===== config.mk =====
export PLATFORM = sky130hd
export DESIGN_NAME = mvs_cart_banked
export DESIGN_NICKNAME = d
export VERILOG_FILES = /design/src/rtl/mvs_cart_pkg.sv /design/src/rtl/mvs_pck_latch.sv /design/src/rtl/mvs_cart_banked.sv
export SDC_FILE = /design/constraint.sdc
export NUM_CORES = 1
export LEC_CHECK = 0
export ABC_AREA = 1
export CAP_MARGIN = 20
export CORE_MARGIN = 4
export CORE_UTILIZATION = 46
export CTS_BUF_LIST = sky130_fd_sc_hd__clkbuf_4 sky130_fd_sc_hd__clkbuf_8
export CTS_CLUSTER_SIZE = 30
export DETAILED_ROUTE_END_ITERATION = 6
export PLACE_DENSITY_LB_ADDON = 0.12
export SLEW_MARGIN = 20
export SYNTH_ARGS = -nofsm -noshare
export SYNTH_HDL_FRONTEND = slang
export SYNTH_SLANG_ARGS = --single-unit

===== constraint.sdc =====
create_clock -name CLK_24M -period 7.6 [get_ports CLK_24M]
set_input_delay 1.52 -clock CLK_24M [delete_from_list [all_inputs] [get_ports CLK_24M]]
set_output_delay 1.52 -clock CLK_24M [all_outputs]
set_load 0.01 [all_outputs]

===== src/rtl/mvs_cart_pkg.sv =====
// Shared types and constants for the banked MVS cartridge controller.
package mvs_cart_pkg;

  typedef enum logic [1:0] {
    RD_IDLE  = 2'd0,
    RD_WAIT  = 2'd1,
    RD_DRIVE = 2'd2
  } rd_state_t;

  localparam logic [18:0]  BANK_ADDR_DEFAULT = 19'h7FFF8;
  localparam logic [31:0]  FIXED_BASE        = 32'h0000_0000;
  localparam int unsigned  BANK_SHIFT        = 19;

  // Bank 0 of the switchable window sits directly above the fixed 512K-word region.
  function automatic logic [31:0] banked_addr(input logic [7:0] bank, input logic [18:0] addr);
    return ((32'(bank) + 32'd1) << BANK_SHIFT) | 32'(addr);
  endfunction

endpackage


===== src/rtl/mvs_pck_latch.sv =====
// PCK strobe synchroniser and address latch with a ROM-latency fetch token pipe.
module mvs_pck_latch
  import mvs_cart_pkg::*;
#(
  parameter int unsigned DW  = 24,
  parameter int unsigned AW  = 24,
  parameter int unsigned PAD = 3,
  parameter int unsigned LAT = 2
) (
  input  logic          clk,
  input  logic          rst,
  input  logic          strobe,
  input  logic          sub,
  input  logic [DW-1:0] bus,
  output logic [AW-1:0] addr,
  output logic          fire
);

  localparam int unsigned FW = DW + 1 + PAD;

  logic [2:0]    strb_sync;
  logic          sub_q;
  logic [DW-1:0] latch;
  logic [LAT-1:0] tok;

  logic          rise_c;
  logic          issue_c;
  logic [DW-1:0] latch_nx_c;
  logic [FW-1:0] full_c;

  assign rise_c     = strb_sync[1] & ~strb_sync[2];
  assign issue_c    = rise_c | (sub ^ sub_q);
  assign latch_nx_c = rise_c ? bus : latch;
  // {latch, sub, PAD zeros}
  assign full_c     = (FW'(latch_nx_c) << (PAD + 1)) | (FW'(sub) << PAD);
  assign fire       = tok[LAT-1];

  always_ff @(posedge clk or posedge rst) begin
    if (rst) begin
      strb_sync <= '0;
      sub_q     <= 1'b0;
      latch     <= '0;
      addr      <= '0;
      tok       <= '0;
    end else begin
      strb_sync <= {strb_sync[1:0], strobe};
      sub_q     <= sub;
      latch     <= latch_nx_c;
      addr      <= AW'(full_c);
      tok       <= (tok << 1) | LAT'(issue_c);
    end
  end

endmodule


===== src/rtl/mvs_cart_banked.sv =====
// MVS cartridge controller: C/S video fetch plus fixed and bank-switched 68k P-ROM reads.
module mvs_cart_banked
  import mvs_cart_pkg::*;
#(
  parameter int unsigned PBANKS    = 4,
  parameter int unsigned CROM_AW   = 24,
  parameter int unsigned SROM_AW   = 17,
  parameter int unsigned PROM_AW   = 20,
  parameter int unsigned ROM_LAT   = 2,
  parameter logic [18:0] BANK_ADDR = BANK_ADDR_DEFAULT
) (
  input  logic               CLK_24M,
  input  logic               RESET,
  input  logic [23:0]        PBUS,
  input  logic               CA4,
  input  logic               S2H1,
  input  logic               PCK1B,
  input  logic               PCK2B,
  output logic [31:0]        CR,
  output logic [7:0]         FIXD,
  input  logic [18:0]        M68K_ADDR,
  input  logic [15:0]        M68K_DATA_IN,
  output logic [15:0]        M68K_DATA_OUT,
  output logic               M68K_DATA_OE,
  input  logic               nROMOE,
  input  logic               nPORTOEL,
  input  logic               nPORTOEU,
  input  logic               nPORTWEL,
  output logic [CROM_AW-1:0] CROM_ADDR,
  input  logic [31:0]        CROM_Q,
  output logic [SROM_AW-1:0] SROM_ADDR,
  input  logic [7:0]         SROM_Q,
  output logic [PROM_AW-1:0] PROM_ADDR,
  input  logic [15:0]        PROM_Q,
  output logic [7:0]         BANK
);

  localparam int unsigned CNT_W = 3;

  logic c_fire;
  logic s_fire;

  mvs_pck_latch #(.DW(24), .AW(CROM_AW), .PAD(3), .LAT(ROM_LAT)) u_c_latch (
    .clk    (CLK_24M),
    .rst    (RESET),
    .strobe (PCK1B),
    .sub    (CA4),
    .bus    (PBUS),
    .addr   (CROM_ADDR),
    .fire   (c_fire)
  );

  mvs_pck_latch #(.DW(16), .AW(SROM_AW), .PAD(0), .LAT(ROM_LAT)) u_s_latch (
    .clk    (CLK_24M),
    .rst    (RESET),
    .strobe (PCK2B),
    .sub    (S2H1),
    .bus    (PBUS[15:0]),
    .addr   (SROM_ADDR),
    .fire   (s_fire)
  );

  // Synchronised strobes, bit order {nPORTOEU, nPORTOEL, nROMOE, nPORTWEL}
  logic [3:0]       m_s1;
  logic [3:0]       m_s2;
  logic             we_prev;
  logic [18:0]      addr_q;
  rd_state_t        rd_state;
  logic [CNT_W-1:0] rd_cnt;
  logic             bank_rd;
  logic [7:0]       bank_snap;

  logic               rom_rd_c;
  logic               any_rd_c;
  logic               we_fall_c;
  logic               bank_ok_c;
  logic               bank_rd_nx_c;
  logic [PROM_AW-1:0] prom_nx_c;
  logic               unused_c;

  assign rom_rd_c  = ~m_s2[1];
  assign any_rd_c  = rom_rd_c | ~m_s2[2] | ~m_s2[3];
  assign we_fall_c = we_prev & ~m_s2[0];
  assign bank_ok_c = 9'(M68K_DATA_IN[7:0]) < 9'(PBANKS);
  assign unused_c  = ^M68K_DATA_IN[15:8];

  // Fixed ROM reads win over port reads when both are asserted.
  always_comb begin
    prom_nx_c    = PROM_AW'(FIXED_BASE | 32'(M68K_ADDR));
    bank_rd_nx_c = 1'b0;
    if (!rom_rd_c) begin
      prom_nx_c    = PROM_AW'(banked_addr(BANK, M68K_ADDR));
      bank_rd_nx_c = (M68K_ADDR == BANK_ADDR);
    end
  end

  always_ff @(posedge CLK_24M or posedge RESET) begin
    if (RESET) begin
      m_s1          <= '1;
      m_s2          <= '1;
      we_prev       <= 1'b1;
      addr_q        <= '0;
      BANK          <= '0;
      rd_state      <= RD_IDLE;
      rd_cnt        <= '0;
      bank_rd       <= 1'b0;
      bank_snap     <= '0;
      PROM_ADDR     <= '0;
      M68K_DATA_OUT <= '0;
      M68K_DATA_OE  <= 1'b0;
      CR            <= '0;
      FIXD          <= '0;
    end else begin
      m_s1    <= {nPORTOEU, nPORTOEL, nROMOE, nPORTWEL};
      m_s2    <= m_s1;
      we_prev <= m_s2[0];
      addr_q  <= M68K_ADDR;

      if (c_fire) CR   <= CROM_Q;
      if (s_fire) FIXD <= SROM_Q;

      if (we_fall_c && (M68K_ADDR == BANK_ADDR) && bank_ok_c)
        BANK <= M68K_DATA_IN[7:0];

      case (rd_state)
        RD_IDLE: begin
          if (any_rd_c) begin
            rd_state  <= RD_WAIT;
            rd_cnt    <= '0;
            PROM_ADDR <= prom_nx_c;
            bank_rd   <= bank_rd_nx_c;
            bank_snap <= BANK;
          end
        end
        RD_WAIT: begin
          if (!any_rd_c) begin
            rd_state <= RD_IDLE;
          end else if (rd_cnt == CNT_W'(ROM_LAT - 1)) begin
            rd_state      <= RD_DRIVE;
            M68K_DATA_OE  <= 1'b1;
            M68K_DATA_OUT <= bank_rd ? {8'h00, bank_snap} : PROM_Q;
          end else begin
            rd_cnt <= rd_cnt + CNT_W'(1);
          end
        end
        RD_DRIVE: begin
          if (!any_rd_c) begin
            rd_state     <= RD_IDLE;
            M68K_DATA_OE <= 1'b0;
          end else if (M68K_ADDR != addr_q) begin
            // New address under a held strobe: refetch with a fresh latency window
            rd_state     <= RD_WAIT;
            M68K_DATA_OE <= 1'b0;
            rd_cnt       <= '0;
            PROM_ADDR    <= prom_nx_c;
            bank_rd      <= bank_rd_nx_c;
            bank_snap    <= BANK;
          end
        end
        default: rd_state <= RD_IDLE;
      endcase
    end
  end

endmodule


==> results.sh, run 1 <==
export IMPL_status="completed"
export IMPL_dp_hpwl_um=11810
export IMPL_drv_cap=0
export IMPL_yosysTopAreaCell="dfrtp_1"
export IMPL_wl_met3_um=1482
export IMPL_fin_crit_ns=3.133
export IMPL_crit_top_cell="nand2_1"
export IMPL_p_comb_frac=0.290
export IMPL_grt_max_degree=90
export IMPL_start_kind="primary input"
export IMPL_cts_setup_buffers=0
export IMPL_cts_tree="built"
export IMPL_final_area_um2=9661
export IMPL_ioPinCount=251
export IMPL_wl_per_cell_um=15.27
export IMPL_fin_worst_skew_ns=0.01290
export IMPL_synthCells=628
export IMPL_arrival_ns=3.52
export IMPL_critPathRequiredTime_ns=7.99
export IMPL_grt_pass1_vias=5229
export IMPL_finalCritPeriodShare=0.4123
export IMPL_nets=986
export IMPL_clkTransAtPathRegs_ns=0.08
export IMPL_ys_top_cells_by_area="dfrtp_1 62%, nand2_1 8.5%, mux2_2 7.3%"
export IMPL_async_flop_share=1.000
export IMPL_wl_met1_um=6506
export IMPL_place_congestion=0.7580
export IMPL_root_buffer="clkbuf_8"
export IMPL_cellPowerDensity_nw_per_um2=284.3
export IMPL_post_cts_resized=0
export IMPL_r2r_setup_slack_ns=5.74
export IMPL_end_kind="flop"
export IMPL_postRouteAntennaNets=0
export IMPL_synth_top_area_frac=0.6157
export IMPL_worst_pin_slew_ns=0.9329
export IMPL_numCtsBuffers=17
export IMPL_reg2reg_to="rd_cnt[1]"
export IMPL_postCtsHoldBufs=0
export IMPL_fill_cells=1085
export IMPL_crit_start="M68K_ADDR[5]"
export IMPL_finalWorstSetupSlack_ns=4.467
export IMPL_drt_pass1_iter_count=5
export IMPL_critPathMaxStageDelay_ns=0.52
export IMPL_clock_path_buffers=2
export IMPL_vias=5063
export IMPL_p_switching_uw=817.4
export IMPL_start_util=0.4786
export IMPL_drc=0
export IMPL_fmax_mhz=319.2
export IMPL_ys_types=28
export IMPL_timing_hold_ws_ns=0.3554
export IMPL_power_frac_seq=0.451
export IMPL_synthFlopType="dfrtp_1"
export IMPL_irDropWorstVdd_mv=0.2089
export IMPL_crit_cells=11
export IMPL_cts_sinks=175
export IMPL_intPower_mw=1.929
export IMPL_htreeDepth=4
export IMPL_fin_setup_tns_ns=0
export IMPL_crit_fanout=58
export IMPL_setup_viol=0
export IMPL_path_cells="clkdlybuf4s50_1, inv_1, nand2_1, nand2_1, nor2_1, nand2_1, nor2_4, nand4_4, nand2_4, nand3_1, nand2_1"
export IMPL_totalWireLength_um=16060
export IMPL_gr_total_overflow=0
export IMPL_syn_avg_cell_area_um2=10.74
export IMPL_io_buffers=235
export IMPL_r2r_start="addr_q[14]"
export IMPL_placed_cells=1020
export IMPL_ys_warn_count=0
export IMPL_critPathTopFamily="simple AND/OR/NAND/NOR gates"
export IMPL_die_h_um=129.1
export IMPL_gr_usage_all_layers=0.2012
export IMPL_dr_max_layer_used="met4"
export IMPL_antenna_found_initial=0
export IMPL_initialDrtViolationCount=298
export IMPL_crit_buf_inv=2
export IMPL_slowest_stage="clkdlybuf4s50_1"
export IMPL_synth_edff_count=0
export IMPL_route_met2_wl_um=7708
export IMPL_rr_worst_depth=7
export IMPL_clkPwrFrac=0.259
export IMPL_clk_latency_ns=0.45
export IMPL_swShare=0.2976
export IMPL_maxSlewViolCount=0
export IMPL_grt_pass1_wl_um=26300
export IMPL_hold_path_class="flop to flop"
export IMPL_dieArea_um2=16670
export IMPL_multi_input_area_um2=1956
export IMPL_post_dp_cell_area_um2=9201
export IMPL_finalHoldViolCount=0
export IMPL_rows=43
export IMPL_cp_endpoint="rd_cnt[1]"
export IMPL_grt_setup_unrepaired="no"
export IMPL_antenna_cells=0
export IMPL_die_w_um=129.1
export IMPL_ys_seq_elements=175
export IMPL_final_seq_area_um2=4392
export IMPL_worst_setup_path_type="primary input to flop"
export IMPL_coreArea_um2=14100
export IMPL_drive_gt1_frac=0.1193
export IMPL_leakage_nw=4.466
export IMPL_place_ws_ns=3.722
export IMPL_synth_seq_area_share=0.6508
export IMPL_slew_headroom=0.3766
export IMPL_routed_via_density=4.813
export IMPL_instances_no_fill=1052
export IMPL_syn_area_um2=6746
export IMPL_area_growth_pct=43.19
## worst min-delay path by stage
| stage | from | to | slack [ns] | cells past startpoint |
|---|---|---|---|---|
| global placement | u_s_latch.tok[0] | u_s_latch.tok[1] | 0.33 | 0 |
| detailed placement | u_s_latch.strb_sync[0] | u_s_latch.strb_sync[1] | 0.34 | 0 |
| finish | u_s_latch.tok[0] | u_s_latch.tok[1] | 0.36 | 0 |
| global route | m_s1[3] | m_s2[3] | 0.36 | 0 |
| CTS | u_s_latch.tok[0] | u_s_latch.tok[1] | 0.36 | 0 |
| floorplan | u_c_latch.strb_sync[0] | u_c_latch.strb_sync[1] | 0.33 | 0 |
## flip-flops by register name, summed over array words and instances (netlist names), 5 cells and up
| register | flops |
|---|---|
| BANK | 8 |
| CR | 32 |
| FIXD | 8 |
| M68K_DATA_OUT | 16 |
| PROM_ADDR | 20 |
| addr_q | 19 |
| bank_snap | 8 |
| u_c_latch.latch | 20 |
| u_s_latch.addr | 12 |
| u_s_latch.latch | 5 |
## metal layers
| layer | vias up | track usage |
|---|---|---|
| met5 | - | 0 |
| met4 | 0 | 0.07906 |
| met3 | 28 | 0.07090 |
| met2 | 185 | 0.3296 |
| met1 | 2398 | 0.2455 |
| li1 | 2452 | - |
## cell usage in the layout, fill, tap and decap left out
cell	instances
clkdlybuf4s50_1	235
dfrtp_1	165
nand2_1	151
inv_1	64
o21ai_0	56
mux2_2	44
nor2_1	37
nand3_1	26
clkbuf_8	19
dfstp_2	9
o31ai_1	8
o21ai_1	7
inv_2	6
nand4_1	6
xnor2_1	5
bufinv_16	4
nor2_4	3
or2_2	3
inv_6	3
conb_1	3
clkinv_4	3
ha_1	2
clkinvlp_4	2
nand2_2	1
nand4_4	1
nand2_4	1
nor3_1	1
nor4_4	1
a2bb2oi_1	1
a21oi_1	1
clkbuf_4	1
clkinv_2	1
buf_6	1
dfrtp_2	1
## through the flow
stage | total power [mW] | utilization
finish | 2.747 | 0.6853
global route | 2.911 | 0.6853
CTS | 2.779 | 0.6849
detailed placement | 2.059 | 0.6528
global placement | 2.029 | 0.6527
floorplan | 1.627 | -
## worst register-to-register path, cell delays in order (launching register included)
cell and delay [ns]:
dfrtp_1 0.38, xnor2_1 0.15, nand2_1 0.06, nor2_1 0.26
nand4_4 0.19, nand2_4 0.46, nand3_1 0.18, nand2_1 0.10
## kinds of logic after synthesis
logic type               share of synthesized area
multiplexers                               0.07344
adder cells (fa/ha/maj)                   0.003709
other                                    0.0005558
AO/OA/AOI/OAI                              0.05768
AND/OR/NAND/NOR                             0.1465
XOR/XNOR                                  0.006491
flip-flops                                  0.6508
buffers and inverters                      0.06083
## power by group through the flow
stage	combinational [mW]	clock [mW]	sequential, mW
6_report	0.797	0.712	1.24
5_1_grt	0.881	0.765	1.27
4_1_cts	0.808	0.732	1.24
3_5_place_dp	0.805	0	1.25
3_3_place_gp	0.784	0	1.24
2_1_floorplan	0.324	0	1.30
## cells in the mapped netlist, types with 5 or more instances
cell type,instances
buf_4,5
clkbuf_1,11
dfrtp_1,166
dfstp_2,9
inv_1,65
inv_2,6
mux2_2,44
nand2_1,152
nand3_1,26
nand4_1,6
nor2_1,37
o21ai_0,56
o21ai_1,7
o31ai_1,8
xnor2_1,5
## area by class of cell
class | instances | area share
Sequential cell | 175 | 0.4546
Timing Repair Buffer | 236 | 0.2447
Multi-Input combinational cell | 358 | 0.2024
Inverter | 71 | 0.02811
Clock buffer | 20 | 0.02785
Tap cell | 180 | 0.02331
Clock inverter | 12 | 0.01904
Note: power is estimated with default switching activity, not from simulation.
==> run 2, diff against run 1 <==
--- a/config.mk
+++ b/config.mk
@@ -8,7 +8,7 @@
 export ABC_AREA = 1
 export CAP_MARGIN = 20
 export CORE_MARGIN = 4
-export CORE_UTILIZATION = 46
+export CORE_UTILIZATION = 41
 export CTS_BUF_LIST = sky130_fd_sc_hd__clkbuf_4 sky130_fd_sc_hd__clkbuf_8
 export CTS_CLUSTER_SIZE = 30
 export DETAILED_ROUTE_END_ITERATION = 6
==> constraint.sdc (replaced) <==
create_clock -name CLK_24M -period 2.52 [get_ports CLK_24M]
set_input_delay 0.504 -clock CLK_24M [delete_from_list [all_inputs] [get_ports CLK_24M]]
set_output_delay 0.504 -clock CLK_24M [all_outputs]
set_load 0.01 [all_outputs]
==> run 2 against run 1 <==
Effect of this change:
- routed wire length up 3.2%
- die area up 11%
- non-clock buffer count up 7
- hold slack worse by 0.00051 ns
- critical path depth down 2
- setup slack worse by 3.9 ns
- first-iteration DRC count down 18%
- utilization down 7.6 points
- via count down 0.49%
- clock power rose to 2.8 times the previous value
- final cell count up 4.2%
- largest cell class unchanged
- cell area up 0.95%
- critical endpoint is now bank_rd
==> results.sh, run 2 (synthesized netlist as in run 1, its figures left out) <==
export IMPL_grt_pass1_vias=4988
export IMPL_rows=46
export IMPL_grt_pass1_wl_um=25780
export IMPL_fin_worst_skew_ns=0.01470
export IMPL_slowest_stage="clkdlybuf4s50_1"
export IMPL_final_cell_mix="235 x clkdlybuf4s50_1, 166 x dfrtp_1, 152 x nand2_1"
export IMPL_swShare=0.3005
export IMPL_cts_setup_buffers=0
export IMPL_gr_usage_all_layers=0.1779
export IMPL_nets=993
export IMPL_drc=0
export IMPL_drt_pass1_iter_count=5
export IMPL_final_common_cell="clkdlybuf4s50_1"
export IMPL_grt_max_degree=81
export IMPL_clk_latency_ns=0.44
export IMPL_crit_top_cell="nand2_1"
export IMPL_place_congestion=0.7894
export IMPL_hold_path_class="flop to flop"
export IMPL_maxSlewViolCount=0
export IMPL_wl_per_cell_um=15.12
export IMPL_place_ws_ns=0.1939
export IMPL_multi_input_area_um2=1953
export IMPL_fin_setup_tns_ns=0
export IMPL_start_util=0.4216
export IMPL_dp_hpwl_um=12310
export IMPL_gr_total_overflow=0
export IMPL_leakage_nw=4.487
export IMPL_power_frac_seq=0.455
export IMPL_largest_register_ffs=32
export IMPL_ioPinCount=251
export IMPL_routed_via_density=4.597
export IMPL_postCtsHoldBufs=0
export IMPL_critPathRequiredTime_ns=2.88
export IMPL_intPower_mw=5.730
export IMPL_critPathMaxStageDelay_ns=0.58
export IMPL_root_buffer="clkbuf_8"
export IMPL_area_growth_pct=44.55
export IMPL_fill_cells=1383
export IMPL_final_seq_area_um2=4390
export IMPL_fin_crit_ns=1.919
export IMPL_dieArea_um2=18570
export IMPL_clkPwrFrac=0.242
export IMPL_worst_setup_path_type="primary input to flop"
export IMPL_io_buffers=235
export IMPL_clock_path_buffers=2
export IMPL_htreeDepth=4
export IMPL_clkTransAtPathRegs_ns=0.09
export IMPL_setup_viol=0
export IMPL_arrival_ns=2.27
export IMPL_drv_cap=0
export IMPL_initialDrtViolationCount=244
export IMPL_slew_headroom=0.3574
export IMPL_cellPowerDensity_nw_per_um2=840.1
export IMPL_irDropWorstVdd_mv=0.4544
export IMPL_antenna_found_initial=1
export IMPL_vias=5038
export IMPL_finalCritPeriodShare=0.7615
export IMPL_end_kind="flop"
export IMPL_start_kind="primary input"
export IMPL_fmax_mhz=521.1
export IMPL_p_switching_mw=2.462
export IMPL_die_w_um=136.3
export IMPL_cts_sinks=175
export IMPL_path_cells="clkdlybuf4s50_1, xnor2_1, nand2_1, nor2_1, nand4_4, nand2_4, buf_4, nand2_1, o21ai_0"
export IMPL_grt_setup_unrepaired="no"
export IMPL_postRouteAntennaNets=0
export IMPL_crit_fanout=18
export IMPL_totalWireLength_um=16570
export IMPL_worst_pin_slew_ns=0.9616
export IMPL_drive_gt1_frac=0.1240
export IMPL_coreArea_um2=16000
export IMPL_status="completed"
export IMPL_reg_largest_list="CR: 32 flops, PROM_ADDR: 20 flops, u_c_latch.latch: 20 flops"
export IMPL_die_h_um=136.3
export IMPL_finalWorstSetupSlack_ns=0.6009
export IMPL_post_cts_resized=0
export IMPL_numCtsBuffers=17
export IMPL_cts_tree="built"
export IMPL_p_comb_frac=0.304
export IMPL_top_register="CR"
export IMPL_finalHoldViolCount=0
==> run 2: worst paths after layout <==
kind                                     from          endpoint  slack (ns)  cells past startpoint
worst min-delay path                  m_s1[2]           m_s2[2]        0.35                      0
worst min register to register        m_s1[2]           m_s2[2]        0.35                      0
max in group asynchronous               RESET           we_prev        1.54                      3
worst max-delay path            M68K_ADDR[14]           bank_rd        0.60                      9
min in group asynchronous               RESET         addr_q[2]        0.58                      3
worst max register to register      rd_cnt[1]  M68K_DATA_OUT[7]        0.78                      8
==> run 2: worst max-delay path, delay by kind of cell <==
family                    cells  cell delay, ns
AOI/OAI and AO/OA             1            0.07
xor gates and xnor gates      1            0.15
buffers and inverters         2            0.79
and+or+nand+nor               5            0.76
==> run 2: routing by layer <==
metal	up-vias	GRT usage	wire (um)
met1	2396	0.2241	7015
met3	12	0.05588	1357
met4	0	0.06271	177
li1	2458	-	-
met2	172	0.2909	8019
met5	-	0	0
==> run 2: area by class of cell <==
type                            instances  share of cell area
Timing Repair Buffer                  243              0.2512
Inverter                               71             0.02771
Tap cell                              216             0.02771
Sequential cell                       175              0.4502
Clock inverter                          8             0.01065
Clock buffer                           24             0.03195
Antenna cell                            1           0.0002566
Multi-Input combinational cell        358              0.2003
==> run 2: stage by stage <==
step | hold WS [ns] | std cells | util | total power [mW] | instance area [um2]
after global routing | 0.3613 | 1096 | 0.6095 | 8.676 | 9752
after global placement | 0.3326 | 1063 | 0.5834 | 6.201 | 9334
final | 0.3549 | 1096 | 0.6095 | 8.192 | 9752
after floorplan | 0.3312 | 630 | - | 4.907 | 6758
after CTS | 0.3568 | 1095 | 0.6093 | 8.315 | 9749
after detailed placement | 0.3379 | 1063 | 0.5834 | 6.292 | 9334
==> run 2: power by group through the flow <==
stage                     logic, mW  clock network, mW  registers, mW
after floorplan               0.978                  0           3.93
after global placement         2.45                  0           3.75
after detailed placement       2.52                  0           3.78
after CTS                      2.53               2.05           3.73
after global routing           2.72               2.16           3.80
final                          2.49               1.98           3.72
